$ cat src/rtl/tlc_pkg.sv
// Shared types and helpers for the traffic-light lamp monitor: FSM states, lamp identities,
// fault codes and the legal lamp-order successor.
package tlc_pkg;

  typedef enum logic [1:0] {
    ST_WAIT_FIRST = 2'd0,
    ST_RUN        = 2'd1,
    ST_FAULT      = 2'd2
  } state_e;

  typedef enum logic [1:0] {
    LAMP_NONE = 2'd0,
    LAMP_RED  = 2'd1,
    LAMP_YEL  = 2'd2,
    LAMP_GRN  = 2'd3
  } lamp_e;

  localparam logic [2:0] FC_NONE  = 3'd0;
  localparam logic [2:0] FC_MULTI = 3'd1;
  localparam logic [2:0] FC_ORDER = 3'd2;
  localparam logic [2:0] FC_DARK  = 3'd3;
  localparam logic [2:0] FC_YEL   = 3'd4;

  function automatic lamp_e lamp_succ(input lamp_e l);
    lamp_e s;
    case (l)
      LAMP_RED: s = LAMP_YEL;
      LAMP_YEL: s = LAMP_GRN;
      LAMP_GRN: s = LAMP_RED;
      default:  s = LAMP_NONE;
    endcase
    return s;
  endfunction

  function automatic logic [7:0] sat_inc8(input logic [7:0] v);
    return (v == 8'hFF) ? v : v + 8'd1;
  endfunction

endpackage

$ cat src/rtl/tlc_flash_gen.sv
// Half-period divider for the failsafe yellow flash: a down-counter that pulses toggle_o
// at terminal count while enabled; restart reloads it so each fault starts a fresh half period.
module tlc_flash_gen #(
  parameter int unsigned FLASH_HALF = 4
) (
  input  logic clk,
  input  logic rst_n,
  input  logic en_i,
  input  logic restart_i,
  output logic toggle_o
);

  localparam logic [7:0] RELOAD = 8'(FLASH_HALF - 1);

  logic [7:0] cnt_q, cnt_d;

  always_comb begin
    cnt_d    = cnt_q;
    toggle_o = 1'b0;
    if (restart_i) begin
      cnt_d = RELOAD;
    end else if (en_i) begin
      if (cnt_q == 8'd0) begin
        cnt_d    = RELOAD;
        toggle_o = 1'b1;
      end else begin
        cnt_d = cnt_q - 8'd1;
      end
    end
  end

  always_ff @(posedge clk or negedge rst_n) begin
    if (!rst_n) cnt_q <= 8'd0;
    else        cnt_q <= cnt_d;
  end

endmodule

$ cat src/rtl/tlc_lamp_monitor.sv
// Lamp monitor between the traffic-light controller and the lamp drivers; latches illegal lamp
// patterns into a flashing-yellow failsafe. Optional TLC_LAMP_MON_FAULT_CNT_EN adds fault_count.
//
// state         | meaning
// ST_WAIT_FIRST | no lamp lit since reset/clear; darkness is legal, any first lamp is legal
// ST_RUN        | mirroring lamps; order, dark and yellow timers are enforced
// ST_FAULT      | failsafe: red/green off, yellow flashing, inputs ignored until fault_clr
module tlc_lamp_monitor
  import tlc_pkg::*;
#(
  parameter int unsigned DARK_MAX   = 4,
  parameter int unsigned YEL_MAX    = 8,
  parameter int unsigned FLASH_HALF = 4
) (
  input  logic       clk,
  input  logic       rst_n,
  input  logic       r_in,
  input  logic       y_in,
  input  logic       g_in,
  input  logic       fault_clr,
  output logic       lamp_r,
  output logic       lamp_y,
  output logic       lamp_g,
  output logic       fault,
  output logic [2:0] fault_code
`ifdef TLC_LAMP_MON_FAULT_CNT_EN
  ,
  output logic [7:0] fault_count
`endif
);

  localparam logic [7:0] DARK_MAX_C = 8'(DARK_MAX);
  localparam logic [7:0] YEL_MAX_C  = 8'(YEL_MAX);

  state_e     state_q, state_d;
  lamp_e      last_q, last_d;
  logic [7:0] dark_q, dark_d, yel_q, yel_d;
  logic       lamp_r_q, lamp_r_d, lamp_y_q, lamp_y_d, lamp_g_q, lamp_g_d;
  logic       fault_q, fault_d;
  logic [2:0] code_q, code_d;

  logic [1:0] n_lit;
  logic       dark_s, yel_s;
  lamp_e      lit;
  logic [7:0] dark_inc, yel_inc;
  logic [2:0] viol;
  logic       fault_entry;
  logic       flash_en, flash_toggle;

  always_comb begin
    n_lit    = {1'b0, r_in} + {1'b0, y_in} + {1'b0, g_in};
    dark_s   = (n_lit == 2'd0);
    yel_s    = y_in && !r_in && !g_in;
    lit      = r_in ? LAMP_RED : (y_in ? LAMP_YEL : (g_in ? LAMP_GRN : LAMP_NONE));
    dark_inc = sat_inc8(dark_q);
    yel_inc  = sat_inc8(yel_q);

    // Priority chain gives the lowest code when several violations coincide.
    viol = FC_NONE;
    if (n_lit > 2'd1)
      viol = FC_MULTI;
    else if (state_q == ST_RUN && n_lit == 2'd1 && lit != last_q && lit != lamp_succ(last_q))
      viol = FC_ORDER;
    else if (state_q == ST_RUN && dark_s && dark_inc >= DARK_MAX_C)
      viol = FC_DARK;
    else if (yel_s && yel_inc >= YEL_MAX_C)
      viol = FC_YEL;

    fault_entry = (state_q != ST_FAULT) && (viol != FC_NONE);
    flash_en    = (state_q == ST_FAULT) && !fault_clr;
  end

  tlc_flash_gen #(.FLASH_HALF(FLASH_HALF)) u_flash (
    .clk       (clk),
    .rst_n     (rst_n),
    .en_i      (flash_en),
    .restart_i (fault_entry),
    .toggle_o  (flash_toggle)
  );

  always_comb begin
    state_d  = state_q;
    last_d   = last_q;
    dark_d   = dark_q;
    yel_d    = yel_q;
    lamp_r_d = lamp_r_q;
    lamp_y_d = lamp_y_q;
    lamp_g_d = lamp_g_q;
    fault_d  = fault_q;
    code_d   = code_q;

    case (state_q)
      ST_FAULT: begin
        if (fault_clr) begin
          state_d  = ST_WAIT_FIRST;
          last_d   = LAMP_NONE;
          dark_d   = 8'd0;
          yel_d    = 8'd0;
          lamp_r_d = 1'b0;
          lamp_y_d = 1'b0;
          lamp_g_d = 1'b0;
          fault_d  = 1'b0;
          code_d   = FC_NONE;
        end else begin
          lamp_y_d = lamp_y_q ^ flash_toggle;
        end
      end
      default: begin
        if (viol != FC_NONE) begin
          state_d  = ST_FAULT;
          dark_d   = 8'd0;
          yel_d    = 8'd0;
          lamp_r_d = 1'b0;
          lamp_y_d = 1'b1;
          lamp_g_d = 1'b0;
          fault_d  = 1'b1;
          code_d   = viol;
        end else begin
          lamp_r_d = r_in;
          lamp_y_d = y_in;
          lamp_g_d = g_in;
          dark_d   = (state_q == ST_RUN && dark_s) ? dark_inc : 8'd0;
          yel_d    = yel_s ? yel_inc : 8'd0;
          if (n_lit == 2'd1) begin
            last_d  = lit;
            state_d = ST_RUN;
          end
        end
      end
    endcase
  end

  always_ff @(posedge clk or negedge rst_n) begin
    if (!rst_n) begin
      state_q  <= ST_WAIT_FIRST;
      last_q   <= LAMP_NONE;
      dark_q   <= 8'd0;
      yel_q    <= 8'd0;
      lamp_r_q <= 1'b0;
      lamp_y_q <= 1'b0;
      lamp_g_q <= 1'b0;
      fault_q  <= 1'b0;
      code_q   <= FC_NONE;
    end else begin
      state_q  <= state_d;
      last_q   <= last_d;
      dark_q   <= dark_d;
      yel_q    <= yel_d;
      lamp_r_q <= lamp_r_d;
      lamp_y_q <= lamp_y_d;
      lamp_g_q <= lamp_g_d;
      fault_q  <= fault_d;
      code_q   <= code_d;
    end
  end

  assign lamp_r     = lamp_r_q;
  assign lamp_y     = lamp_y_q;
  assign lamp_g     = lamp_g_q;
  assign fault      = fault_q;
  assign fault_code = code_q;

`ifdef TLC_LAMP_MON_FAULT_CNT_EN
  logic [7:0] fault_cnt_q, fault_cnt_d;

  always_comb begin
    fault_cnt_d = fault_entry ? sat_inc8(fault_cnt_q) : fault_cnt_q;
  end

  // Only reset clears the tally; fault_clr deliberately leaves it alone.
  always_ff @(posedge clk or negedge rst_n) begin
    if (!rst_n) fault_cnt_q <= 8'd0;
    else        fault_cnt_q <= fault_cnt_d;
  end

  assign fault_count = fault_cnt_q;
`endif

endmodule

$ cat config.mk
export PLATFORM = sky130hd
export DESIGN_NAME = tlc_lamp_monitor
export DESIGN_NICKNAME = d
export VERILOG_FILES = /design/src/rtl/tlc_pkg.sv /design/src/rtl/tlc_flash_gen.sv /design/src/rtl/tlc_lamp_monitor.sv
export SDC_FILE = /design/constraint.sdc
export NUM_CORES = 1
export LEC_CHECK = 0
export CORE_MARGIN = 4
export CORE_UTILIZATION = 53
export DETAILED_ROUTE_END_ITERATION = 6
export PLACE_DENSITY_LB_ADDON = 0.3
export RECOVER_POWER = 100
export SETUP_SLACK_MARGIN = 0.2
export SLEW_MARGIN = 40
export SYNTH_ARGS = -nofsm -noshare
export SYNTH_HDL_FRONTEND = slang
export SYNTH_SLANG_ARGS = --single-unit
$ cat constraint.sdc
create_clock -name clk -period 2.06 [get_ports clk]
set_input_delay 0.309 -clock clk [delete_from_list [all_inputs] [get_ports clk]]
set_output_delay 0.309 -clock clk [all_outputs]
set_load 0.02 [all_outputs]
### After elaboration in Yosys (flattened, before gate mapping)

Index checks and enable logic that the tools add are counted.

| word-level totals | value |
|---|---|
| register bits | 35 |
| bits in latches | 0 |
| bits in writable memories | 0 |
| bits in read-only memories | 0 |
| output and inout bits | 7 |
| logic and storage cells | 99 |
| memories | 0 |

| cells by class | value |
|---|---|
| add/subtract/negate cells | 5 |
| multipliers | 0 |
| divide/modulo/power cells | 0 |
| magnitude comparators | 3 |
| equality and inequality tests | 13 |
| shift operators | 0 |
| mux-type cells | 44 |
| bitwise gates (word level) | 1 |
| reduce and logical (&&, ||, !) cells | 23 |

Operators with widths:

| kind | count |
|---|---|
| 8-bit 2-to-1 mux | 12 |
| 2-bit 2-to-1 mux | 11 |
| 3-bit 2-to-1 mux | 7 |
| 8-bit by 1-bit adder with 8-bit output, second input constant | 2 |
| 8-bit equality test, second input constant | 2 |
| 1-bit 2-to-1 mux | 13 |
| 1-bit logical AND | 10 |
| 8-bit by 3-bit >= comparator with 1-bit output, second input constant | 1 |
| 8-bit by 4-bit >= comparator with 1-bit output, second input constant | 1 |
| 8-bit zero test | 1 |
| 8-bit by 1-bit subtractor with 8-bit output, second input constant | 1 |
| 2-bit by 1-bit equality test with 1-bit output, second input constant | 3 |
| 2-bit equality test, second input constant | 3 |
| 2-bit one-hot mux with 3 select lines | 1 |
| 2-bit nonzero test | 3 |
| 3-bit nonzero test | 2 |
| 2-bit inequality test | 2 |
| 2-bit inequality test, second input constant | 2 |
| 2-bit AND reduction | 2 |
| 1-bit zero test | 3 |
| 3-bit AND reduction | 1 |
| 1-bit by 1-bit adder with 2-bit output | 1 |
| 2-bit by 1-bit adder with 2-bit output | 1 |
| 2-bit by 1-bit > comparator with 1-bit output, second input constant | 1 |
| 3 further kinds | 3 |

### Longest topological paths before layout

| logic depth | value |
|---|---|
| depth in word-level cells | 14 |
| depth in mapped cells | 8 |
| mapped depth without buffers | 8 |

### By module

A second synthesis with hierarchy kept.

| unflattened totals | value |
|---|---|
| cell total of the unflattened synthesis | 211 |
| area total of the unflattened synthesis | 2104.5 um2 |

By module, submodules not included:

| module | times used | cells an instance | area each (um2) | sequential area each (um2) |
|---|---|---|---|---|
| tlc_lamp_monitor | 1 | 158 | 1621.6 | 675.6 |
| tlc_flash_gen | 1 | 53 | 483.0 | 200.2 |

### Least setup slack after synthesis

No wires, ideal clock.

| timing | value |
|---|---|
| path type | in2reg |
| start | input r_in |
| end | register u_flash.cnt_q[5] |
| setup time | 0.063 ns |
| arrival time | 2.280 ns |
| data required time | 1.997 ns |
| path slack | -0.283 ns |
| stages | 8 |
| cells stage by stage | inv_1 > fa_1 > and4bb_2 > o311a_1 > o2111ai_1 > nand3_1 > o31ai_4 > o22a_2 |

| between the ends | value |
|---|---|
| word-level cells in the longest chain between the ends | 11 |
| elaborated cells on any way between the ends | 25 |
| those cells by class | 2 x add/sub; 1 x order compare; 3 x eq/ne; 6 x mux; 13 x reduce/logical |

Ends and longest elaborated chain:

| element | line | text |
|---|---|---|
| start: declaration | tlc_lamp_monitor.sv:17 | `input logic r_in,` |
| 1-bit by 1-bit adder with 2-bit output or 1-bit zero test (tied branches) | tlc_lamp_monitor.sv:51, tlc_lamp_monitor.sv:53 |  |
| 2-bit by 1-bit adder with 2-bit output or 1-bit logical AND (tied branches) | tlc_lamp_monitor.sv:51, tlc_lamp_monitor.sv:53 |  |
| 2-bit zero test (tied with other cells) | tlc_lamp_monitor.sv:52 | `dark_s = (n_lit == 2'd0);` |
| 1-bit logical AND, on equally long branches | tlc_lamp_monitor.sv:64, tlc_lamp_monitor.sv:62, tlc_lamp_monitor.sv:66 |  |
| 1-bit logical AND (tied with other cells) | tlc_lamp_monitor.sv:64 | `else if (state_q == ST_RUN && dark_s && dark_inc >= DARK_MAX_C)` |
| 3-bit 2-to-1 mux or 1-bit logical AND (tied branches) | tlc_lamp_monitor.sv:64, tlc_lamp_monitor.sv:62 |  |
| 3-bit 2-to-1 mux | tlc_lamp_monitor.sv:62 | `else if (state_q == ST_RUN && n_lit == 2'd1 && lit != last_q && lit != lamp_succ(last_q))` |
| 3-bit 2-to-1 mux * | tlc_lamp_monitor.sv:60 | `if (n_lit > 2'd1)` |
| 3-bit nonzero test * | tlc_lamp_monitor.sv:69 | `fault_entry = (state_q != ST_FAULT) && (viol != FC_NONE);` |
| 1-bit logical AND * | tlc_lamp_monitor.sv:69 |  |
| 8-bit 2-to-1 mux or 2-bit nonzero test (tied branches) | - |  |
| end signal: assignment | tlc_flash_gen.sv:34 | `else cnt_q <= cnt_d;` |
| end: declaration | tlc_flash_gen.sv:15 | `logic [7:0] cnt_q, cnt_d;` |

Every way passes the cells marked *; elsewhere a longest branch is shown, timed or not.
A chain may end at the register's enable or synchronous reset.

### Worst setup path in the final report

| timing | value |
|---|---|
| start | register yel_q[0] |
| end | register dark_q[1] |

| between the ends | value |
|---|---|
| word-level cells in the longest chain between the ends | 11 |
| elaborated cells on any way between the ends | 12 |
| those cells by class | 1 x add/sub; 1 x order compare; 1 x eq/ne; 7 x mux; 2 x reduce/logical |

Ends and longest elaborated chain:

| element | line | text |
|---|---|---|
| start: declaration | tlc_lamp_monitor.sv:37 | `logic [7:0] dark_q, dark_d, yel_q, yel_d;` |
| start signal: assignment | tlc_lamp_monitor.sv:148 | `yel_q <= yel_d;` |
| 8-bit by 1-bit adder with 8-bit output or 8-bit equality test (tied branches) | tlc_pkg.sv:36 | `return (v == 8'hFF) ? v : v + 8'd1;` |
| 8-bit 2-to-1 mux * | tlc_pkg.sv:36 |  |
| 8-bit by 4-bit >= comparator with 1-bit output * | tlc_lamp_monitor.sv:66 | `else if (yel_s && yel_inc >= YEL_MAX_C)` |
| 1-bit logical AND * | tlc_lamp_monitor.sv:66 |  |
| 3-bit 2-to-1 mux * | tlc_lamp_monitor.sv:66 |  |
| 3-bit 2-to-1 mux * | tlc_lamp_monitor.sv:64 |  |
| 3-bit 2-to-1 mux * | tlc_lamp_monitor.sv:62 |  |
| 3-bit 2-to-1 mux * | tlc_lamp_monitor.sv:60 |  |
| 3-bit nonzero test * | tlc_lamp_monitor.sv:109 | `if (viol != FC_NONE) begin` |
| 8-bit 2-to-1 mux * | tlc_lamp_monitor.sv:109 |  |
| 8-bit 2-to-1 mux * | tlc_lamp_monitor.sv:92 | `case (state_q)` |
| end signal: assignment | tlc_lamp_monitor.sv:147 | `dark_q <= dark_d;` |
| end: declaration | tlc_lamp_monitor.sv:37 |  |

Marks and branches as above.

==> flow_metrics.env <==
export IMPL_fin_hold_ws_ns=0.388
export IMPL_top_level_ports=13
export IMPL_cts_tree="yes"
export IMPL_tritoncts_num_sinks=35
export IMPL_critical_path_slowest_cell="sky130_fd_sc_hd__dfrtp_1"
export IMPL_crit_arrival_ns=2.40
export IMPL_floorplan_die_width_um=70.2
export IMPL_total_power_mw=2.35
export IMPL_dr_first_iter_drc_count=186
export IMPL_antennaDiodeCount=0
export IMPL_layout_cell_area_non_filler_um2=2910
export IMPL_syn2layout_area_growth_pct=42.0
export IMPL_worstPathRequired_ns=2.28
export IMPL_track_usage=0.245
export IMPL_share_comb_of_total_power=0.382
export IMPL_period_needed_ns=2.18
export IMPL_clock_insertion_delay_worst_skew_ns=0.29
export IMPL_synth_flop_cell="sky130_fd_sc_hd__dfrtp_1"
export IMPL_vdd_drop_max_uv=615
export IMPL_post_synth_instance_area_um2=2050
export IMPL_synthCells=205
export IMPL_core_region_area_um2=3690
export IMPL_cts_hold_buffers_added=0
export IMPL_vias_per_cell=6.19
export IMPL_path_cells="ha_2 -> and3_1 -> o31a_1 -> a2111oi_4 -> a21oi_4 -> buf_4 -> buf_6 -> nor3_4 -> a32o_1"
export IMPL_timing_setup_critical_path_class="flop to flop"
export IMPL_ctsHtreeMaxLevel=2
export IMPL_globalRouteOverflowTotal=0
export IMPL_chipHeight_um=70.2
export IMPL_port_buffer_count=12
export IMPL_yosys_cell_types_count=57
export IMPL_cts_max_path_buffers=2
export IMPL_critPathCaptureType="flop"
export IMPL_die_area_um2=4930
export IMPL_grt_first_pass_wirelength_um=9510
export IMPL_synth_seq_cells=35
export IMPL_vias=1945
export IMPL_detailed_place_hpwl_um=3600
export IMPL_netSwitchingPower_uw=831
export IMPL_placement_rows=22
export IMPL_max_cap_viol_count=0
export IMPL_holdCritPathClass="input pin to flop"
export IMPL_detail_route_wirelength_um=5910
export IMPL_finalCritPeriodShare=1.06
export IMPL_design_final_nets=278
export IMPL_grt_start_max_net_pins=36
export IMPL_post_synth_cell_area_avg_um2=10.0
export IMPL_power_share_sequential=0.383
export IMPL_timing_max_slew_rel_slack=0.422
export IMPL_upper_clock_frequency_limit_mhz=459
export IMPL_drv_slew=0
export IMPL_cp_max_fo=6
export IMPL_static_leakage_power_nw=1.30
export IMPL_drive_gt1_frac=0.376
export IMPL_skew_ns=0.00376
export IMPL_violations="negative setup slack"
export IMPL_antenna_left=0
export IMPL_worst_path_largest_cell_delay_ns=0.40
export IMPL_dpl_cell_area_um2=2460
export IMPL_grt_setup_unrepaired="true"
export IMPL_drtPass1Iterations=4
export IMPL_synth_sequential_area_ratio=0.427
export IMPL_synth_top_cells_by_area="sky130_fd_sc_hd__dfrtp_1 43%, sky130_fd_sc_hd__ha_1 3.7%, sky130_fd_sc_hd__nand2_1 3.7%, sky130_fd_sc_hd__and2_1 3.1%, sky130_fd_sc_hd__nor3_1 2.7%"
export IMPL_critical_path_startpoint_category="flop"
export IMPL_cts_root_buf="sky130_fd_sc_hd__clkbuf_8"
export IMPL_setup_viol=21
export IMPL_netlist_area_leader_share=0.427
export IMPL_path_clk_slew_ns=0.07
export IMPL_run_status="finished with violations"
export IMPL_syn_num_nets=218
export IMPL_yosysTopAreaCell="sky130_fd_sc_hd__dfrtp_1"
export IMPL_power_report_internal_total_mw=1.52
export IMPL_grt_antenna_before_repair=0
export IMPL_pwr_share_clk=0.235
export IMPL_synth_edf_count=0
export IMPL_first_global_vias=2011
export IMPL_avgRoutedWirePerCell_um=18.8
export IMPL_initial_utilization=0.556
export IMPL_power_switching_share=0.354
export IMPL_worstMarginPinSlew_ns=0.867
export IMPL_detail_route_drc_violations=0
export IMPL_synth_warning_count=0
export IMPL_synth_async_reset_ratio=1.00
export IMPL_setup_slack_ns=-0.118
export IMPL_path_buf_inv=2
export IMPL_path_delay_family="compound AO/OA/AOI/OAI gates"
export IMPL_globalplace_congestion=0.905
export IMPL_cts_made_buffers=5
export IMPL_p_per_area_nw_per_um2=806
export IMPL_endpoints_failing_hold=0
[synthesized netlist by cell type, drive strengths merged (4+ instances only)]
master	count
dfrtp	35
nand2	20
nor3	12
inv	11
nor2	11
and2	10
nand3	10
o21ai	7
a22o	6
ha	6
a21oi	5
and3	5
mux2i	5
a21o	4
and4	4
nand2b	4
[worst min-delay path, cell delays in order]
cell and delay, ns:
sky130_fd_sc_hd__buf_12 0.09, sky130_fd_sc_hd__buf_4 0.12, sky130_fd_sc_hd__a22o_1 0.13
[sequential cells by signal, summed over array words and instances (netlist names)]
register	flops
state_q	2
u_flash.cnt_q	8
lamp_y	1
dark_q	8
fault	1
lamp_g	1
yel_q	8
fault_code	3
lamp_r	1
last_q	2
[final cells by class]
cell class                 instances  area (um2)
clock buffer                       8         100
fill                             220         776
inverter                          11        53.8
multi-input combinational        156        1330
sequential                        35         880
tap                               48        60.1
timing repair buffer              56         494
[placed cells by master (no fill, tap or decap), drive strengths merged, types with 2 or more instances in the layout]
master and count:
a21boi 2, a21o 4, a21oi 5, a22o 6, a31oi 2, and2 10
and3 5, and4 4, buf 45, clkbuf 10, dfrtp 35, dlygate4sd3 8
ha 6, inv 11, mux2i 5, nand2 20, nand2b 4, nand3 10
nand3b 3, nand4b 2, nor2 11, nor2b 3, nor3 12, nor3b 3
o2111ai 3, o21ai 7, o22a 2, o2bb2ai 3, o31ai 2, or2 2
xnor2 2, xor2 3
[final timing paths]
kind	slack (ns)	cells after the start	startpoint	to
max	-0.12	9	yel_q[0]	dark_q[1]
min	0.39	3	g_in	lamp_g
max reg2reg	-0.12	9	yel_q[0]	dark_q[1]
min reg2reg	0.49	2	fault	fault
max in group asynchronous	0.80	2	rst_n	dark_q[5]
min in group asynchronous	0.66	2	rst_n	fault_code[0]
[kinds of logic (layout without fill, tap and decap cells)]
logic type / count (synthesis) / in the layout / synth area share
XOR/XNOR: 5 / 5 / 0.0214
flip-flops: 35 / 35 / 0.427
AND/OR/NAND/NOR: 91 / 91 / 0.250
adder cells (fa/ha/maj): 7 / 7 / 0.0464
multiplexers: 5 / 5 / 0.0244
buffers and inverters: 14 / 75 / 0.0275
AO/OA/AOI/OAI: 48 / 48 / 0.203
[per-layer routing]
metal / track usage / vias to the layer above / routed length [um]
li1: - / 871 / -
met1: 0.280 / 962 / 2280
met2: 0.429 / 84 / 3090
met3: 0.0561 / 28 / 294
met4: 0.119 / 0 / 237
met5: 0 / - / 0
[through the flow]
step | setup WS [ns] | util | std cells | TNS (ns)
5_1_grt | -0.194 | 0.790 | 314 | -3.32
3_5_place_dp | -0.897 | 0.667 | 289 | -19.75
6_report | -0.118 | 0.790 | 314 | -1.61
4_1_cts | -0.139 | 0.763 | 311 | -1.02
3_3_place_gp | -0.817 | 0.667 | 289 | -17.90
2_1_floorplan | -0.0784 | - | 205 | -0.347
[power by group through the flow]
stage,Clock [mW],Sequential [mW],Combinational (mW)
5_1_grt,0.596,0.912,0.971
6_report,0.552,0.898,0.897
2_1_floorplan,0,0.929,0.416
4_1_cts,0.555,0.891,0.837
3_5_place_dp,0,0.898,0.733
3_3_place_gp,0,0.892,0.695
[timing repair]
item / 4_1_cts / 5_1_grt
pin swaps: 21 / 18
endpoints found under the setup margin: 24 / 24
resized for setup: 47 / 20
setup buffers: 14 / 3
Power figures use the tool's default switching activity.
